[config.mk]
export PLATFORM = sky130hd
export DESIGN_NAME = pipe_trace_buffer
export DESIGN_NICKNAME = d
export VERILOG_FILES = /design/src/rtl/pipe_trace_pkg.sv /design/src/rtl/pipe_trace_buffer_ram.sv /design/src/rtl/pipe_trace_buffer.sv
export SDC_FILE = /design/constraint.sdc
export NUM_CORES = 2
export LEC_CHECK = 0
export CAP_MARGIN = 15
export CORE_UTILIZATION = 61
export DETAILED_ROUTE_END_ITERATION = 10
export MAX_ROUTING_LAYER = met4
export PLACE_DENSITY = 0.79
export SYNTH_ARGS = -nofsm -noshare
export SYNTH_HDL_FRONTEND = slang
export SYNTH_SLANG_ARGS = --single-unit
[constraint.sdc]
create_clock -name clk -period 27.8 [get_ports clk]
set_input_delay 5.56 -clock clk [delete_from_list [all_inputs] [get_ports clk]]
set_output_delay 5.56 -clock clk [all_outputs]
set_load 0.01 [all_outputs]
[src/rtl/pipe_trace_pkg.sv]
// Shared constants and entry-layout helpers for the pipeline trace buffer.
package pipe_trace_pkg;

    // Capture FSM encoding; also visible on the state output.
    localparam logic [1:0] ST_IDLE  = 2'd0;
    localparam logic [1:0] ST_ARMED = 2'd1;
    localparam logic [1:0] ST_POST  = 2'd2;
    localparam logic [1:0] ST_DONE  = 2'd3;

    // Traced pipeline stage indices.
    localparam int unsigned STAGE_FETCH = 0;
    localparam int unsigned STAGE_IF_OF = 1;
    localparam int unsigned STAGE_OF_EX = 2;
    localparam int unsigned STAGE_EX_MA = 3;
    localparam int unsigned STAGE_MA_WB = 4;

    // Entry layout, LSB first: wb_data, wb_addr, wb_we, stage PCs (stage 0 lowest), cycle.
    function automatic int unsigned wb_addr_lsb(input int unsigned data_w);
        return data_w;
    endfunction

    function automatic int unsigned wb_we_bit(input int unsigned reg_aw,
                                              input int unsigned data_w);
        return data_w + reg_aw;
    endfunction

    function automatic int unsigned stage_pc_lsb(input int unsigned stage,
                                                 input int unsigned addr_w,
                                                 input int unsigned reg_aw,
                                                 input int unsigned data_w);
        return data_w + reg_aw + 1 + stage * addr_w;
    endfunction

    function automatic int unsigned cycle_lsb(input int unsigned num_stages,
                                              input int unsigned addr_w,
                                              input int unsigned reg_aw,
                                              input int unsigned data_w);
        return data_w + reg_aw + 1 + num_stages * addr_w;
    endfunction

    function automatic int unsigned entry_width(input int unsigned cyc_w,
                                                input int unsigned num_stages,
                                                input int unsigned addr_w,
                                                input int unsigned reg_aw,
                                                input int unsigned data_w);
        return cyc_w + num_stages * addr_w + 1 + reg_aw + data_w;
    endfunction

endpackage

[src/rtl/pipe_trace_buffer_ram.sv]
// Simple dual-port trace storage: synchronous write, registered read.
// A read of the address being written in the same cycle returns the old contents.
module pipe_trace_buffer_ram #(
    parameter int unsigned DEPTH = 16,
    parameter int unsigned WIDTH = 32,
    parameter int unsigned AW    = 4
) (
    input  logic             clk,
    input  logic             we,
    input  logic [AW-1:0]    waddr,
    input  logic [WIDTH-1:0] wdata,
    input  logic             re,
    input  logic [AW-1:0]    raddr,
    output logic [WIDTH-1:0] rdata
);

    logic [WIDTH-1:0] mem [DEPTH];

    // Write port and registered read port; contents are intentionally not reset.
    always_ff @(posedge clk) begin
        if (we) begin
            mem[waddr] <= wdata;
        end
        if (re) begin
            rdata <= mem[raddr];
        end
    end

endmodule

[src/rtl/pipe_trace_buffer.sv]
// Trace capture for the 5-stage pipeline: circular buffer of per-stage PCs plus
// writeback tuple, frozen a programmable number of entries after a trigger.
module pipe_trace_buffer
    import pipe_trace_pkg::*;
#(
    parameter int unsigned ADDR_W     = 32,
    parameter int unsigned DATA_W     = 32,
    parameter int unsigned REG_AW     = 4,
    parameter int unsigned NUM_STAGES = 5,
    parameter int unsigned DEPTH      = 16,
    parameter int unsigned CYC_W      = 16,
    // Derived widths; leave at their defaults.
    parameter int unsigned PTR_W      = $clog2(DEPTH),
    parameter int unsigned SEL_W      = $clog2(NUM_STAGES),
    parameter int unsigned ENTRY_W    = entry_width(CYC_W, NUM_STAGES, ADDR_W, REG_AW, DATA_W)
) (
    input  logic                         clk,
    input  logic                         reset,
    input  logic                         cap_en,
    input  logic [NUM_STAGES*ADDR_W-1:0] stage_pc,
    input  logic                         wb_we,
    input  logic [REG_AW-1:0]            wb_addr,
    input  logic [DATA_W-1:0]            wb_data,
    input  logic                         arm,
    input  logic                         trig_en,
    input  logic [ADDR_W-1:0]            trig_pc,
    input  logic [SEL_W-1:0]             trig_stage,
    input  logic                         force_trig,
    input  logic [PTR_W-1:0]             post_cnt,
    input  logic                         rd_en,
    input  logic [PTR_W-1:0]             rd_idx,
    output logic [ENTRY_W-1:0]           rd_data,
    output logic                         rd_valid,
    output logic [1:0]                   state,
    output logic                         done,
    output logic [PTR_W:0]               count,
    output logic                         wrapped,
    output logic [CYC_W-1:0]             trig_cycle
);

    logic [1:0]         state_q, state_d;
    logic [PTR_W-1:0]   wr_ptr_q, wr_ptr_d;
    logic [PTR_W-1:0]   remaining_q, remaining_d;
    logic [PTR_W:0]     count_q, count_d;
    logic               wrapped_q, wrapped_d;
    logic [CYC_W-1:0]   trig_cycle_q, trig_cycle_d;
    logic [CYC_W-1:0]   cyc_q;
    logic               rd_valid_q, rd_zero_q;

    logic [ADDR_W-1:0]  sel_pc;
    logic               stage_ok;
    logic               hit, capture;
    logic [PTR_W-1:0]   rd_addr;
    logic               rd_oob;
    logic [ENTRY_W-1:0] wr_entry, ram_rdata;

    // Select the compared stage PC; out-of-range stage selects never match.
    always_comb begin
        sel_pc   = '0;
        stage_ok = 1'b0;
        for (int s = 0; s < NUM_STAGES; s++) begin
            if (trig_stage == SEL_W'(s)) begin
                sel_pc   = stage_pc[s*ADDR_W +: ADDR_W];
                stage_ok = 1'b1;
            end
        end
    end

    assign hit = (state_q == ST_ARMED) && cap_en &&
                 (force_trig || (trig_en && stage_ok && (sel_pc == trig_pc)));
    // arm takes precedence, so nothing is captured in the arm cycle.
    assign capture  = !arm && cap_en && ((state_q == ST_ARMED) || (state_q == ST_POST));
    assign wr_entry = {cyc_q, stage_pc, wb_we, wb_addr, wb_data};

    // Next-state logic for the capture FSM, pointers and trigger bookkeeping.
    always_comb begin
        state_d      = state_q;
        wr_ptr_d     = wr_ptr_q;
        remaining_d  = remaining_q;
        count_d      = count_q;
        wrapped_d    = wrapped_q;
        trig_cycle_d = trig_cycle_q;
        if (arm) begin
            state_d     = ST_ARMED;
            wr_ptr_d    = '0;
            remaining_d = '0;
            count_d     = '0;
            wrapped_d   = 1'b0;
        end else begin
            if (capture) begin
                wr_ptr_d = wr_ptr_q + 1'b1;
                if (count_q != (PTR_W+1)'(DEPTH)) begin
                    count_d = count_q + 1'b1;
                end
                if (wr_ptr_q == PTR_W'(DEPTH - 1)) begin
                    wrapped_d = 1'b1;
                end
            end
            case (state_q)
                ST_ARMED: begin
                    if (hit) begin
                        trig_cycle_d = cyc_q;
                        if (post_cnt == '0) begin
                            state_d = ST_DONE;
                        end else begin
                            remaining_d = post_cnt;
                            state_d     = ST_POST;
                        end
                    end
                end
                ST_POST: begin
                    if (capture) begin
                        remaining_d = remaining_q - 1'b1;
                        if (remaining_q == PTR_W'(1)) begin
                            state_d = ST_DONE;
                        end
                    end
                end
                default: ;
            endcase
        end
    end

    // State registers and free-running cycle stamp.
    always_ff @(posedge clk) begin
        if (reset) begin
            state_q      <= ST_IDLE;
            wr_ptr_q     <= '0;
            remaining_q  <= '0;
            count_q      <= '0;
            wrapped_q    <= 1'b0;
            trig_cycle_q <= '0;
            cyc_q        <= '0;
        end else begin
            state_q      <= state_d;
            wr_ptr_q     <= wr_ptr_d;
            remaining_q  <= remaining_d;
            count_q      <= count_d;
            wrapped_q    <= wrapped_d;
            trig_cycle_q <= trig_cycle_d;
            cyc_q        <= cyc_q + 1'b1;
        end
    end

    // Index 0 is the oldest entry: once wrapped, that is the slot about to be overwritten.
    assign rd_addr = (wrapped_q ? wr_ptr_q : '0) + rd_idx;
    assign rd_oob  = ({1'b0, rd_idx} >= count_q);

    // Readback handshake: valid one cycle after rd_en, zeroed for unfilled indices.
    always_ff @(posedge clk) begin
        if (reset) begin
            rd_valid_q <= 1'b0;
            rd_zero_q  <= 1'b1;
        end else begin
            rd_valid_q <= rd_en;
            rd_zero_q  <= rd_oob;
        end
    end

    pipe_trace_buffer_ram #(
        .DEPTH (DEPTH),
        .WIDTH (ENTRY_W),
        .AW    (PTR_W)
    ) u_ram (
        .clk   (clk),
        .we    (capture),
        .waddr (wr_ptr_q),
        .wdata (wr_entry),
        .re    (rd_en),
        .raddr (rd_addr),
        .rdata (ram_rdata)
    );

    assign rd_data    = (rd_valid_q && !rd_zero_q) ? ram_rdata : '0;
    assign rd_valid   = rd_valid_q;
    assign state      = state_q;
    assign done       = (state_q == ST_DONE);
    assign count      = count_q;
    assign wrapped    = wrapped_q;
    assign trig_cycle = trig_cycle_q;

endmodule

==> results.toml <==
[floorplan]
die_w_um = 484
rows = 176
initial_core_util_pct = 61.5
core_area_um2 = 230000
num_io_pins = 486
dieArea_um2 = 234000
die_h_um = 484

[sta]
grt_setup_unrepaired = "no"
hold_viol = 0
final.setup.tns_ns = 0
drv_slew = 0
setup_viol = 0
tightest_slew_ns = 1.23
period_share_pct = 40.5
fin_skew_ns = 0.0696
fin_crit_ns = 11.25
fmax_ghz = 0.0889
hold_ws_ns = 0.481
relSlewSlack_pct = 18.3

[final_layout]
fillCellCount = 13200
area_growth_pct = 14.2
drive_gt1_share_pct = 19.4
fin_nets = 7815
fin_util_pct = 70.2
final_cells = 10900

[cts]
clk_pin_slew_worst_paths_ns = 0.06
postCtsSetupRepairBufs = 0
ctsHoldBuffers = 0
cts_buffer_depth = 4
cts_tree = "yes"
htree_levels = 5
post_cts_resized = 0
clock_sinks = 3671
clk_latency_ns = 0.99
cts_made_buffers = 364
ctsRootBufferMaster = "clkbuf_16"

[pwr]
p_sw_share_pct = 20.9
switchingPower_uw = 2400
internal-power_uw = 9080
clkPwrFrac_pct = 41.7
power_density_nw_per_um2 = 71.1
share_seq_of_total_power_pct = 53.5
worst_ir_drop_vdd_mv = 0.0568
p_total_uw = 11500
p_leak_uw = 0.0520
p_comb_share_pct = 4.8

[place]
place_inst = 10200
io_buffers = 485
place.gp.congestion = 0.939
hpwl_mm = 194

[synthesis]
synth_area_um2 = 141000
ys_seq_elements = 3671
avgSynthCellArea_um2 = 20.3
synth_nets = 7226
synth_enable_flop_cells = 3621
ys_async_sr_fraction_pct = 0
ys.flop_type = "edfxtp_1"
ys_types = 76
yosys_warnings = 0
synthCells = 6959
seq_area_frac_synth_pct = 77.6

[outcome]
outcome = "completed"

[detailed_routing]
routedWlPerCell_um = 35.0
vias = 75400
drc_errors = 0
antenna_left = 0
wl_mm = 382
initialDrtViolationCount = 11100
first_pass_iters = 6
avgViaCountPerCell = 6.90

[hold_path]
hp-class = "reg2reg"

[run]
drv_cap = 0

[critical_path]
worst_setup_path_start_kind = "primary input"
crit_arrival_ns = 11.88
path_class = "in2reg"
cp_slowest_cell = "fa_4"
worstReg2RegStart = "wr_ptr_q[0]"
startpoint = "rd_idx[0]"
crit_required_ns = 28.42
reg2reg_to = "u_ram.rdata[87]"
endpoint_kind = "register"
path_cells = "clkdlybuf4s50_1, ha_4, inv_1, fa_4, buf_12, buf_4, buf_4, buf_4, mux4_2, nand2_1, and3_1, a31oi_1"
worstSetupEndpoint = "u_ram.rdata[87]"
cp_max_fo = 152
reg2reg_slack_ns = 21.05
worst_path_most_repeated_cell = "buf_4"
slowest_delay_ns = 1.07
reg2regPathDepth = 12

[global_route]
grt_pass1_wl_mm = 538
overflow = 0
grt_start_max_net_pins = 153
track_usage_pct = 33.5
antenna_found_initial = 71
grt_pass1_vias = 75200
==> placed cells by master, fill, tap and decap left out, types with 50 or more instances in the layout <==
cell type        instances
clkinv_2                56
clkbuf_16              373
mux4_2                 857
and2_1                 218
and3_1                 220
nor2_1                  53
clkdlybuf4s50_1        482
diode_2                 78
dfxtp_1                 50
clkinv_1                92
nand2_1                883
clkbuf_1                56
buf_4                  113
edfxtp_1              3621
a31oi_1                217
==> sequential cells by signal (all words and copies together), names as in the netlist <==
name and count:
u_ram.mem 3408, u_ram.rdata 213, cyc_q 16, trig_cycle 16, count 5, remaining_q 4
wr_ptr_q 4, state 2, rd_valid 1, rd_zero_q 1, wrapped 1
==> synthesized netlist by cell type, types with 40 or more instances <==
library cell / n / area, um^2
a21oi_1: 40 / 200
mux2i_1: 46 / 460
edfxtp_1: 3621 / 109000
nor2_1: 65 / 244
and3_1: 220 / 1380
inv_1: 40 / 150
buf_1: 118 / 443
and2_1: 218 / 1360
nand2_1: 883 / 3310
clkbuf_1: 250 / 938
mux4_2: 857 / 19300
dfxtp_1: 50 / 1000
a31oi_1: 217 / 1360
==> worst min-delay path by stage <==
stage	depth (start not counted)	end	startpoint	slack, ns
final	2	trig_cycle[1]	trig_cycle[1]	0.48
after global routing	2	trig_cycle[6]	trig_cycle[6]	0.49
after global placement	2	trig_cycle[10]	trig_cycle[10]	0.47
after CTS	2	trig_cycle[6]	trig_cycle[6]	0.48
after floorplan	1	remaining_q[3]	remaining_q[3]	0.49
after detailed placement	2	trig_cycle[6]	trig_cycle[6]	0.47
==> area by class of cell <==
| class | count | area (um^2) | share of cell area (%) |
|---|---|---|---|
| inverter | 40 | 150 | 0.0930 |
| clock buffer | 431 | 9570 | 5.93 |
| tap | 3026 | 3790 | 2.34 |
| sequential | 3671 | 110000 | 67.9 |
| antenna | 78 | 195 | 0.121 |
| clock inverter | 209 | 1830 | 1.13 |
| multi-input combinational | 2853 | 30100 | 18.7 |
| timing repair buffer | 618 | 6110 | 3.78 |
==> power groups by stage <==
stage | registers (uW) | clock network (uW) | logic, uW
after floorplan | 6250 | 0 | 297
after global placement | 6260 | 0 | 527
after detailed placement | 6260 | 0 | 538
after CTS | 6140 | 4810 | 547
after global routing | 6140 | 5020 | 578
final | 6140 | 4780 | 550
==> cell families after synthesis <==
logic type,Yosys count,synth area share [%]
AO/OA/AOI/OAI,383,1.76
XOR/XNOR,34,0.211
adder cells (fa/ha/maj),20,0.182
buffers and inverters,435,1.23
flip-flops,3671,77.6
multiplexers,908,14.0
AND/OR/NAND/NOR,1508,5.00
==> layer usage <==
metal | global-route usage, % | vias to the layer above | part of all wire, %
met2 | 51.4 | 5856 | 49
met3 | 7.16 | 892 | 12
met4 | 14.6 | 0 | 4.4
met1 | 44.0 | 39100 | 35
met5 | - | - | 0
li1 | - | 29500 | -
==> through the flow <==
step	setup WS, ns	instance area (um^2)
after detailed placement	15.77	150000
after global placement	15.82	150000
final	16.55	162000
after global routing	16.35	161000
after floorplan	6.09	141000
after CTS	16.73	161000
==> critical path: cells and delay by family <==
kind / cells / cell delay [ns]
buf+inv: 6 / 4.02
fa+ha+maj: 2 / 1.22
mux: 1 / 0.43
simple gates: 2 / 0.28
compound gates: 1 / 0.06
(Power assumes the default switching activity.)
